==> src/rtl/adc_conv_sequencer.sv <==
// Conversion/readout sequencer for the AD4003 array: CNVST pulse, SCK gate,
// deserializer shift enable and a data_valid strobe, free-running at a latched period.
module adc_conv_sequencer #(
    parameter int unsigned ADC_DATA_WIDTH = 18,
    parameter int unsigned CONV_CYCLES    = 26,
    parameter int unsigned READ_DELAY     = 2
) (
    input  logic        adc_spi_clk,
    input  logic        rst,
    input  logic        acq_en,
    input  logic [15:0] sample_period,
    output logic        cnvst,
    output logic        sck_en,
    output logic        reader_en_sync,
    output logic        data_valid,
    output logic        busy,
    output logic [31:0] sample_cnt,
    output logic        period_clamped
);

    localparam int unsigned MIN_PERIOD = CONV_CYCLES + ADC_DATA_WIDTH + READ_DELAY + 1;
    localparam logic [15:0] MIN_P      = 16'(MIN_PERIOD);
    localparam logic [15:0] CONV_LAST  = 16'(CONV_CYCLES - 1);
    localparam logic [15:0] READ_LAST  = 16'(CONV_CYCLES + ADC_DATA_WIDTH - 1);
    localparam logic [15:0] DELAY_LAST = 16'(MIN_PERIOD - 2);

    typedef enum logic [2:0] {
        S_IDLE,
        S_CONV,
        S_READ,
        S_DELAY,
        S_VALID,
        S_WAIT
    } state_e;

    state_e      state_q, state_d;
    logic [15:0] fc_q, fc_d;
    logic [15:0] per_q, per_d;
    logic [31:0] sample_cnt_q, sample_cnt_d;
    logic        clamped_q, clamped_d;
    logic        cnvst_q, cnvst_d;
    logic        sck_en_q, sck_en_d;
    logic        data_valid_q, data_valid_d;
    logic        busy_q, busy_d;
    logic        frame_start;
    logic        frame_last;
    logic        clamp_now;

    always_ff @(posedge adc_spi_clk) begin
        if (rst) begin
            state_q      <= S_IDLE;
            fc_q         <= '0;
            per_q        <= MIN_P;
            sample_cnt_q <= '0;
            clamped_q    <= 1'b0;
            cnvst_q      <= 1'b0;
            sck_en_q     <= 1'b0;
            data_valid_q <= 1'b0;
            busy_q       <= 1'b0;
        end else begin
            state_q      <= state_d;
            fc_q         <= fc_d;
            per_q        <= per_d;
            sample_cnt_q <= sample_cnt_d;
            clamped_q    <= clamped_d;
            cnvst_q      <= cnvst_d;
            sck_en_q     <= sck_en_d;
            data_valid_q <= data_valid_d;
            busy_q       <= busy_d;
        end
    end

    // Phase boundaries are taken from the frame counter, which restarts at each frame start.
    always_comb begin
        state_d     = state_q;
        frame_start = 1'b0;
        frame_last  = (fc_q == per_q - 16'd1);
        unique case (state_q)
            S_IDLE: begin
                if (acq_en) begin
                    state_d     = S_CONV;
                    frame_start = 1'b1;
                end
            end
            S_CONV: begin
                if (fc_q == CONV_LAST) state_d = S_READ;
            end
            S_READ: begin
                if (fc_q == READ_LAST) state_d = (READ_DELAY == 0) ? S_VALID : S_DELAY;
            end
            S_DELAY: begin
                if (fc_q == DELAY_LAST) state_d = S_VALID;
            end
            S_VALID, S_WAIT: begin
                if (frame_last) begin
                    if (acq_en) begin
                        state_d     = S_CONV;
                        frame_start = 1'b1;
                    end else begin
                        state_d = S_IDLE;
                    end
                end else begin
                    state_d = S_WAIT;
                end
            end
            default: state_d = S_IDLE;
        endcase
    end

    always_comb begin
        cnvst_d      = (state_d == S_CONV);
        sck_en_d     = (state_d == S_READ);
        data_valid_d = (state_d == S_VALID);
        busy_d       = (state_d != S_IDLE);

        clamp_now    = (sample_period < MIN_P);
        per_d        = per_q;
        clamped_d    = clamped_q;
        if (frame_start) begin
            per_d     = clamp_now ? MIN_P : sample_period;
            clamped_d = clamped_q | clamp_now;
        end

        if (frame_start)            fc_d = '0;
        else if (state_q != S_IDLE) fc_d = fc_q + 16'd1;
        else                        fc_d = fc_q;

        sample_cnt_d = (state_d == S_VALID) ? sample_cnt_q + 32'd1 : sample_cnt_q;
    end

    assign cnvst          = cnvst_q;
    assign sck_en         = sck_en_q;
    assign reader_en_sync = sck_en_q;
    assign data_valid     = data_valid_q;
    assign busy           = busy_q;
    assign sample_cnt     = sample_cnt_q;
    assign period_clamped = clamped_q;

endmodule

==> config.mk <==
export PLATFORM = sky130hd
export DESIGN_NAME = adc_conv_sequencer
export DESIGN_NICKNAME = d
export VERILOG_FILES = /design/src/rtl/adc_conv_sequencer.sv
export SDC_FILE = /design/constraint.sdc
export NUM_CORES = 1
export LEC_CHECK = 0
export BUFFER_PORTS_ARGS = -buffer_cell sky130_fd_sc_hd__buf_2
export CORE_AREA = 2 2 87 89
export DETAILED_ROUTE_END_ITERATION = 12
export DIE_AREA = 0 0 89 91
export GPL_TIMING_DRIVEN = 0
export PLACE_DENSITY = 0.73
export SLEW_MARGIN = 20
export SYNTH_ARGS = -nofsm -noshare
export SYNTH_HDL_FRONTEND = slang
export SYNTH_SLANG_ARGS = --single-unit
export TNS_END_PERCENT = 20
==> constraint.sdc <==
create_clock -name adc_spi_clk -period 3.55 [get_ports adc_spi_clk]
set_input_delay 0.1775 -clock adc_spi_clk [delete_from_list [all_inputs] [get_ports adc_spi_clk]]
set_output_delay 0.1775 -clock adc_spi_clk [all_outputs]
set_load 0.1 [all_outputs]
==> results of run 1 <==
[registers in the layout (all words and copies together), names as in the netlist]
name,count
sample_cnt,32
fc_q,16
per_q,16
state_q,3
busy,1
cnvst,1
data_valid,1
period_clamped,1
reader_en_sync,1
[cells in the final DEF, fill, tap and decap left out, types with 6 or more instances in the layout]
| cell type | count |
|---|---|
| xor2_1 | 34 |
| or3_1 | 14 |
| nor2_1 | 46 |
| nand4_1 | 13 |
| o21ai_1 | 9 |
| clkbuf_8 | 10 |
| o21ai_0 | 15 |
| nand3_1 | 27 |
| and4_1 | 6 |
| dfxtp_1 | 72 |
| xnor2_1 | 21 |
| nor4_1 | 10 |
| buf_2 | 59 |
| clkbuf_1 | 20 |
| nor3_1 | 29 |
| inv_1 | 15 |
| and3_1 | 11 |
| mux2i_1 | 7 |
| nand2_1 | 26 |
| nor3b_1 | 7 |
| a21oi_1 | 26 |
[Yosys cell counts, types with 5 or more instances]
| cell | n |
|---|---|
| clkbuf_1 | 20 |
| and2_1 | 5 |
| dfxtp_1 | 72 |
| a211oi_1 | 5 |
| inv_1 | 15 |
| nor2_1 | 46 |
| o21ai_1 | 9 |
| or3_1 | 14 |
| and3_1 | 11 |
| nand3_1 | 27 |
| nor3_1 | 29 |
| xnor2_1 | 21 |
| a21oi_1 | 26 |
| nand2_1 | 26 |
| xor2_1 | 34 |
| nor3b_1 | 7 |
| o21ai_0 | 15 |
| mux2i_1 | 7 |
| nor4_1 | 10 |
| nand4_1 | 13 |
| and4_1 | 6 |
| nor2b_1 | 5 |
[where the power goes]
group	switching (mW)	internal, mW
Clock	0.311	0.340
Combinational	0.0928	0.0507
Sequential	0.0125	0.822
[per-stage QoR]
stage / util (%) / cell area, um^2 / worst slack (ns) / hold slack (ns) / power (mW)
finish: 62.59 / 4467 / 0.5507 / 0.02926 / 1.628
global route: 62.59 / 4467 / 0.1283 / 0.03068 / 1.684
global placement: 59.87 / 4273 / 0.6561 / 0.3948 / 0.9919
CTS: 62.59 / 4467 / 0.5589 / 0.02089 / 1.634
detailed placement: 59.87 / 4273 / 0.5856 / 0.3980 / 0.9950
floorplan: - / 3869 / 0.7353 / 0.2566 / 0.9533
[final timing paths]
| check | depth (start not counted) | endpoint | startpoint | slack, ns |
|---|---|---|---|---|
| setup / recovery | 10 | fc_q[7] | per_q[0] | 0.55 |
| hold reg to reg | 2 | period_clamped | period_clamped | 0.45 |
| hold / removal | 2 | state_q[1] | rst | 0.03 |
| setup reg to reg | 10 | fc_q[7] | per_q[0] | 0.55 |
[cell type report]
type,instances,area [um^2],share of cell area [%]
Clock inverter,5,56.30,1.261
Sequential cell,72,1441,32.27
Inverter,15,56.30,1.261
Tap cell,99,123.9,2.773
Clock buffer,10,137.6,3.081
Multi-Input combinational cell,356,2228,49.89
Buffer,30,142.6,3.193
Timing Repair Buffer,56,280.3,6.275
[cells by family (layout without fill, tap and decap cells)]
group	after synthesis	count (layout)	share of synthesized area, %
XOR/XNOR	55	55	12.45
buffers and inverters	45	116	5.142
AND/OR/NAND/NOR	214	214	29.98
adder cells (fa/ha/maj)	4	4	1.294
multiplexers	7	7	1.811
flip-flops	72	72	37.26
AO/OA/AOI/OAI	76	76	12.06
[metal layers]
layer  global-route usage, %  wire length [um]  up-vias  share of wire, %
met5                       0                 0        -                 0
met4                   6.965                83        0              0.92
met3                   4.455               250        7               2.8
met2                   37.56              4403       50                49
met1                   30.15              4310     1687                48
li1                        -                 -     1815                 -
==> qor.yml, run 1 <==
detailed_routing:
  wirelength_um: 9047
  vias_per_cell: 5.535
  ant_nets: 0
  first_pass_iters: 5
  num_vias: 3559
  wl_per_cell_um: 14.07
  drtIter0Drc: 168
  route.detailed.drc: 0
global_routing:
  antenna_found_initial: 0
  grt_pass1_wl_um: 14790
  grt-ovfl-total: 0
  grt_usage_pct: 22.89
  grt_pass1_vias: 3204
  grt_start_max_net_pins: 13
sta:
  setup_viol: 0
  relSlewSlack_pct: 45.06
  final.setup.tns_ns: 0
  rsz0062_at_grt: "false"
  tightestPinTransition_ns: 0.8165
  fmax_ghz: 0.3334
  fin_crit_sh_pct: 84.49
  finClkSkew_ns: 0.01157
  finalHoldViolCount: 0
  period_minus_slack_ns: 2.999
  finalMaxSlewViolations: 0
setup_path:
  cp-end-kind: "flip-flop"
  cpMaxStageDelayCell: "nor3b_1"
  cp_top_family: "simple AND/OR/NAND/NOR gates"
  cp_max_fo: 10
  crit_chain: "inv_1, ha_1, nor3b_1, and3_1, o2111ai_1, nor4_2, o2111ai_1, nand2_1, buf_4, nor3_1"
  worstSetupStartpointType: "flip-flop"
  crit_type: "reg2reg"
  worst_path_most_repeated_cell: "o2111ai_1"
  path_buf_inv: 2
  arrival_ns: 3.22
  cp.required_ns: 3.77
  max_stage_delay_ns: 0.69
hold_path:
  min_path_type: "in2reg"
clock_tree:
  cts_max_path_buffers: 2
  cts_buffers: 9
  cts_setup_buffers: 0
  cts_tree: "built"
  cts_root_buf: "clkbuf_8"
  htreeDepth: 3
  cts_sinks: 72
  path_clk_slew_ns: 0.08
  cts-resized-gates: 0
  insertion_delay_ns: 0.35
  cts_hold_buf: 0
floorplanning:
  top_level_ports: 57
  core_area_um2: 7137
  die_x_um: 89
  start_util_pct: 54.21
  dieHeight_um: 91
  die_area_um2: 8099
  placementRows: 31
synth:
  synth_nets: 496
  syn_area_um2: 3869
  yosys.area.top_type_share_pct: 37.26
  yosys.area.top_type: "dfxtp_1"
  synth_ff_type: "dfxtp_1"
  synth_cell_types: 54
  ys_async_sr_fraction_pct: 0
  yosysSeqAreaShare_pct: 37.26
  postSynthAreaPerCell_um2: 8.179
  ys_seq_elements: 72
  ys.warnings.count: 0
  synth-edff-count: 0
  synth_cells: 473
  synthTopCellsByArea: "dfxtp_1 37%, xor2_1 7.7%, xnor2_1 4.8%"
place:
  place_congestion: 0.8805
  place_hpwl_um: 6847
  port_buffers: 56
  place_inst: 628
cells_and_area:
  final_cells: 643
  nets: 563
  drive_gt1_share_pct: 16.36
  n_fill_cell: 698
  area_growth_pct: 15.46
  diodes: 0
power:
  p_leak_nw: 1.712
  power.density_nw_per_um2: 364.5
  ir_drop_mv: 0.2031
status:
  status: "complete, no violations"
job:
  cap_violations: 0
(Power assumes the default switching activity.)
==> run 2, diff against run 1 <==
- clock period: 3.55 -> 2.9 ns (I/O delays scaled with it)
==> qor.yml, run 2 (synthesis gave the netlist of run 1 again) <==
status:
  status: "complete, no violations"
detailed_routing:
  first_pass_iters: 5  # unchanged
  drtIter0Drc: 161  # -4.2%
  highest_layer: "met4"
  vias_per_cell: 5.528  # -0.13%
  wl_met2_um: 4545  # +3.2%
  num_vias: 3582  # +0.65%
  wl_per_cell_um: 14.15  # +0.60%
  wl_met3_um: 359  # +44%
  route.detailed.drc: 0  # unchanged
  ant_nets: 0  # unchanged
  m1WireLength_um: 4132  # -4.1%
  wirelength_um: 9172  # +1.4%
sta:
  fmax_ghz: 0.3651  # +9.5%
  finalMaxSlewViolations: 0  # unchanged
  fin_crit_sh_pct: 94.46  # +10 points
  tightestPinTransition_ns: 0.6024  # -0.2141 ns
  setup_viol: 0  # unchanged
  finClkSkew_ns: 0.01410  # +0.002538 ns
  rsz0062_at_grt: "true"
  period_minus_slack_ns: 2.739  # -0.2599 ns
  relSlewSlack_pct: 59.84  # +15 points
  finalHoldViolCount: 0  # unchanged
  final.setup.tns_ns: 0  # unchanged
power:
  p_leak_nw: 1.770  # +3.4%
  combPwrFrac_pct: 9.2  # +0.4 points
  power_frac_seq_pct: 51.1  # about the same
  switching_power_mw: 0.5098  # +23%
  ir_drop_mv: 0.2485  # +22%
  p_int_mw: 1.488  # +23%
  power.density_nw_per_um2: 437.9  # +20%
  p_clk_share_pct: 39.7  # -0.3 points
  swShare_pct: 25.51  # -0.040 points
cells_and_area:
  final_cell_mix: "72 x dfxtp_1, 59 x buf_2, 46 x nor2_1, 34 x xor2_1, 29 x nor3_1"
  seq_area_um2: 1441  # unchanged
  largest_reg_flops: 32  # unchanged
  nets: 568  # +0.89%
  layout_commonest_cell: "dfxtp_1"
  final_cells: 648  # +0.78%
  drive_gt1_share_pct: 18.58  # +2.2 points
  area_growth_pct: 17.95
  diodes: 0  # unchanged
  n_fill_cell: 684  # -2.0%
  multi_input_comb_area_um2: 2283  # +2.5%
clock_tree:
  path_clk_slew_ns: 0.08  # about the same
  cts_sinks: 72  # unchanged
  htreeDepth: 3  # unchanged
  cts_max_path_buffers: 2  # unchanged
  insertion_delay_ns: 0.36  # about the same
  cts_root_buf: "clkbuf_8"
  cts_buffers: 9  # unchanged
  cts_tree: "built"
floorplanning:
  die_x_um: 89  # unchanged
  die_area_um2: 8099  # unchanged
  dieHeight_um: 91  # unchanged
  start_util_pct: 54.21  # unchanged
  core_area_um2: 7137  # unchanged
  placementRows: 31  # unchanged
  top_level_ports: 57  # unchanged
place:
  place_inst: 628  # unchanged
  port_buffers: 56  # unchanged
  place_congestion: 0.8805  # unchanged
  place_hpwl_um: 6847  # unchanged
hold_path:
  min_path_type: "in2reg"
  hold_end: "per_q[6]"
  worstHoldStart: "sample_period[6]"
  min_path_cells: 3  # +1
global_routing:
  grt_pass1_wl_um: 14920  # +0.93%
  grt-ovfl-total: 0  # unchanged
  grt_usage_pct: 23.13  # +0.24 points
  grt_pass1_vias: 3229  # +0.78%
  antenna_found_initial: 0  # unchanged
  grt_start_max_net_pins: 13  # unchanged
setup_path:
  ff2ff_setup_slack_ns: 0.16  # -0.39 ns
  rr_endpoint: "per_q[13]"
  cp.required_ns: 3.19  # -0.58 ns
  worstSetupStartpointType: "flip-flop"
  max_stage_delay_ns: 0.50  # -0.19 ns
  cp_max_fo: 10  # unchanged
  crit_chain: "inv_1, ha_2, or3b_2, or3_1, a31oi_1, nor4b_4, o2111a_2, buf_6, o21ai_1, a21oi_1"
  cp-end-kind: "flip-flop"
  rr_startpoint: "per_q[0]"
  cpMaxStageDelayCell: "or3b_2"
  crit_type: "reg2reg"
  arrival_ns: 3.02  # -0.20 ns
  worstRegToRegCells: 10  # unchanged
job:
  cap_violations: 0  # unchanged
[run 2: changes by cell type in the layout (fill, tap and decap cells not counted), moves of 2 or more]
cell / before / now
buf_4: 2 / 6
nor3b_1: 7 / 5
nor4_1: 10 / 6
nor4_2: 2 / 5
[run 2: layout make-up]
type                            count  share of cell area, %
Buffer                             30                  3.153
Clock buffer                       10                  3.016
Inverter                           15                  1.234
Clock inverter                      5                  1.234
Multi-Input combinational cell    356                  50.04
Sequential cell                    72                  31.59
Tap cell                           99                  2.715
Timing Repair Buffer               61                  7.019
[run 2: repair_timing]
action	CTS	global route
setup endpoints to repair	12	43
pin swaps	0	4
setup buffers	0	4
hold buffers	1	0
gates resized for setup	2	10
hold endpoints to repair	1	0
[run 2: critical path: cells and delay by family (launching register included)]
kind / cells / cell delay (ns)
AO/OA/AOI/OAI: 4 / 0.75
adder cells (fa/ha/maj): 1 / 0.24
buffers and inverters: 2 / 0.25
flip-flops: 1 / 0.38
AND/OR/NAND/NOR: 3 / 1.07
[run 2: worst max path at each step]
stage | startpoint | end | slack, ns | cells after the start
after global routing | per_q[0] | per_q[10] | -0.009 | 10
final | per_q[0] | per_q[13] | 0.16 | 10
after floorplan | sample_cnt[3] | sample_cnt[22] | 0.09 | 6
after detailed placement | per_q[0] | fc_q[14] | -0.06 | 10
after CTS | per_q[0] | fc_q[7] | 0.05 | 10
after global placement | per_q[0] | fc_q[14] | 0.006 | 10
[run 2: power groups by stage]
| stage | logic (mW) | registers [mW] | clock network [mW] |
|---|---|---|---|
| after floorplan | 0.112 | 1.06 | 0 |
| after global placement | 0.171 | 1.04 | 0 |
| after detailed placement | 0.174 | 1.04 | 0 |
| after CTS | 0.176 | 1.02 | 0.805 |
| after global routing | 0.201 | 1.02 | 0.846 |
| final | 0.183 | 1.02 | 0.793 |
[run 2: metrics by stage]
step                      total power, mW  hold slack [ns]  util (%)  setup WS, ns  instance area, um^2
after detailed placement            1.218           0.3655     59.87      -0.06437                 4273
after global routing                2.071          0.07469     63.94     -0.009260                 4563
after floorplan                     1.167           0.2241         -       0.08531                 3869
after CTS                           2.002          0.05571     62.92       0.04640                 4491
final                               1.998          0.06299     63.94        0.1607                 4563
after global placement              1.214           0.3623     59.87      0.006127                 4273
[run 2: routing by layer]
layer  vias up  track usage [%]
met2        69            38.00
met1      1687            30.32
li1       1817                -
met5         -                0
met3         9            4.455
met4         0            7.338
==> run 3, diff against run 2 <==
- CORE_AREA: 2 2 87 89 -> 2 2 86 88
- DIE_AREA: 0 0 89 91 -> 0 0 88 90
- PLACE_DENSITY: 0.73 -> 0.75
==> qor.yml, run 3 (synthesis gave the netlist of run 1 again) <==
status:
  status: "complete, no violations"
power:
  p_leak_nw: 1.752  # -1.0%
  p_int_mw: 1.496  # +0.52%
  power_frac_seq_pct: 50.6  # -0.5 points
  ir_drop_mv: 0.2861  # +15%
  switching_power_mw: 0.5238  # +2.7%
  swShare_pct: 25.93  # +0.42 points
  power.density_nw_per_um2: 443.1  # +1.2%
  combPwrFrac_pct: 9.0  # -0.2 points
  p_clk_share_pct: 40.4  # +0.7 points
setup_path:
  cp.required_ns: 3.17  # -0.02 ns
  max_stage_delay_ns: 0.49  # about the same
  cp_top_family: "simple AND/OR/NAND/NOR gates"
  rr_startpoint: "per_q[0]"
  crit_chain: "inv_1, ha_2, or3b_2, or3_1, a31oi_1, nor4b_4, o2111a_2, buf_6, o21ai_1, a21oi_1"
  worstRegToRegCells: 10  # unchanged
  worstSetupStartpointType: "flip-flop"
  crit_type: "reg2reg"
  path_buf_inv: 2  # unchanged
  cpMaxStageDelayCell: "or3b_2"
  arrival_ns: 3.00  # -0.02 ns
  ff2ff_setup_slack_ns: 0.17  # about the same
  cp.depth: 10  # unchanged
  cp_max_fo: 10  # unchanged
  rr_endpoint: "per_q[12]"
  cp-end-kind: "flip-flop"
clock_tree:
  cts_sinks: 72  # unchanged
  insertion_delay_ns: 0.36  # about the same
  path_clk_slew_ns: 0.07  # about the same
  cts_buffers: 9  # unchanged
  cts_max_path_buffers: 2  # unchanged
  cts_root_buf: "clkbuf_8"
  cts_tree: "built"
  htreeDepth: 3  # unchanged
sta:
  rsz0062_at_grt: "true"
  fin_crit_sh_pct: 94.11  # -0.35 points
  setup_viol: 0  # unchanged
  final.setup.tns_ns: 0  # unchanged
  period_minus_slack_ns: 2.729  # -0.01028 ns
  tightestPinTransition_ns: 0.7093  # +0.1069 ns
  finalMaxSlewViolations: 0  # unchanged
  relSlewSlack_pct: 52.27  # -7.6 points
  fmax_ghz: 0.3664  # +0.38%
  finalHoldViolCount: 0  # unchanged
  finClkSkew_ns: 0.01404  # -0.00006630 ns
cells_and_area:
  final_cells: 648  # unchanged
  area_growth_pct: 17.85  # about the same
  n_fill_cell: 614  # -10%
  drive_gt1_share_pct: 18.58  # unchanged
  nets: 567  # -0.18%
  largest_reg_flops: 32  # unchanged
  diodes: 0  # unchanged
  fin_util_pct: 64.94  # +1.0 points
  final_cell_mix: "72 x dfxtp_1, 59 x buf_2, 46 x nor2_1, 34 x xor2_1, 29 x nor3_1"
  layout_commonest_cell: "dfxtp_1"
global_routing:
  grt_pass1_wl_um: 15080  # +1.0%
  grt_usage_pct: 23.59  # +0.46 points
  grt_pass1_vias: 3268  # +1.2%
  grt-ovfl-total: 0  # unchanged
  antenna_found_initial: 0  # unchanged
  grt_start_max_net_pins: 14  # +1
hold_path:
  hold_end: "per_q[9]"
  worstHoldStart: "sample_period[9]"
  min_path_cells: 3  # unchanged
  min_path_type: "in2reg"
floorplanning:
  core_area_um2: 7020  # -1.6%
  placementRows: 31  # unchanged
  die_area_um2: 7920  # -2.2%
  dieHeight_um: 90  # -1.1%
  top_level_ports: 57  # unchanged
  start_util_pct: 55.11  # +0.90 points
  die_x_um: 88  # -1.1%
place:
  place_congestion: 0.8575  # -2.6%
  port_buffers: 56  # unchanged
  place_hpwl_um: 6766  # -1.2%
  place_inst: 628  # unchanged
detailed_routing:
  first_pass_iters: 4  # -1
  wirelength_um: 8893  # -3.0%
  wl_per_cell_um: 13.72  # -3.0%
  route.detailed.drc: 0  # unchanged
  ant_nets: 0  # unchanged
  vias_per_cell: 5.506  # -0.39%
  num_vias: 3568  # -0.39%
  drtIter0Drc: 123  # -24%
job:
  cap_violations: 0  # unchanged
-- run 3: worst register-to-register path, stage by stage (launching register included) --
cell	delay [ns]
dfxtp_1	0.36
inv_1	0.08
ha_2	0.23
or3b_2	0.49
or3_1	0.33
a31oi_1	0.22
nor4b_4	0.26
o2111a_2	0.32
buf_6	0.15
o21ai_1	0.07
a21oi_1	0.14
-- run 3: final cells by class --
| class | instances | area [um^2] | share of cell area [%] |
|---|---|---|---|
| Sequential cell | 72 | 1441 | 31.61 |
| Clock inverter | 6 | 67.56 | 1.482 |
| Inverter | 15 | 56.30 | 1.235 |
| Buffer | 30 | 143.9 | 3.156 |
| Tap cell | 99 | 123.9 | 2.717 |
| Multi-Input combinational cell | 356 | 2276 | 49.92 |
| Timing Repair Buffer | 60 | 312.8 | 6.861 |
| Clock buffer | 10 | 137.6 | 3.019 |
-- run 3: how the worst max path moves through the flow --
stage                  startpoint             end  slack, ns
global route             per_q[2]       per_q[12]     -0.003
detailed placement       per_q[0]        fc_q[14]      -0.03
finish                   per_q[0]       per_q[12]       0.17
global placement         per_q[0]        fc_q[13]     0.0006
CTS                      fc_q[11]  sample_cnt[22]      0.007
floorplan           sample_cnt[3]  sample_cnt[22]       0.09
-- run 3: what timing repair did --
item	4_1_cts	5_1_grt
resized for setup	1	10
hold buffers	1	0
buffers inserted	0	3
setup endpoints to repair	10	41
hold endpoints to repair	1	0
pin swaps	0	4
-- run 3: through the flow --
stage	total power [mW]	hold slack [ns]	instance area [um^2]	setup WS, ns
after floorplan	1.167	0.2241	3869	0.08531
after global placement	1.213	0.3615	4273	0.0006453
after detailed placement	1.218	0.3611	4273	-0.02872
after CTS	2.033	0.06041	4493	0.006961
after global routing	2.104	0.08761	4559	-0.003146
final	2.020	0.07431	4559	0.1709
-- run 3: per-layer routing --
layer / wire, um / up-vias / share of wire [%] / track usage, %
met5: 0 / - / 0 / 0
met1: 4097 / 1669 / 46 / 30.95
met4: 174 / 0 / 2.0 / 7.949
met2: 4279 / 59 / 48 / 37.88
met3: 342 / 13 / 3.8 / 5.418
li1: - / 1827 / - / -
-- run 3: power by group through the flow --
stage               Combinational (mW)  Clock, mW  Sequential, mW
CTS                              0.177      0.835            1.02
floorplan                        0.112          0            1.06
finish                           0.183      0.816            1.02
global placement                 0.170          0            1.04
global route                     0.201      0.879            1.02
detailed placement               0.174          0            1.04
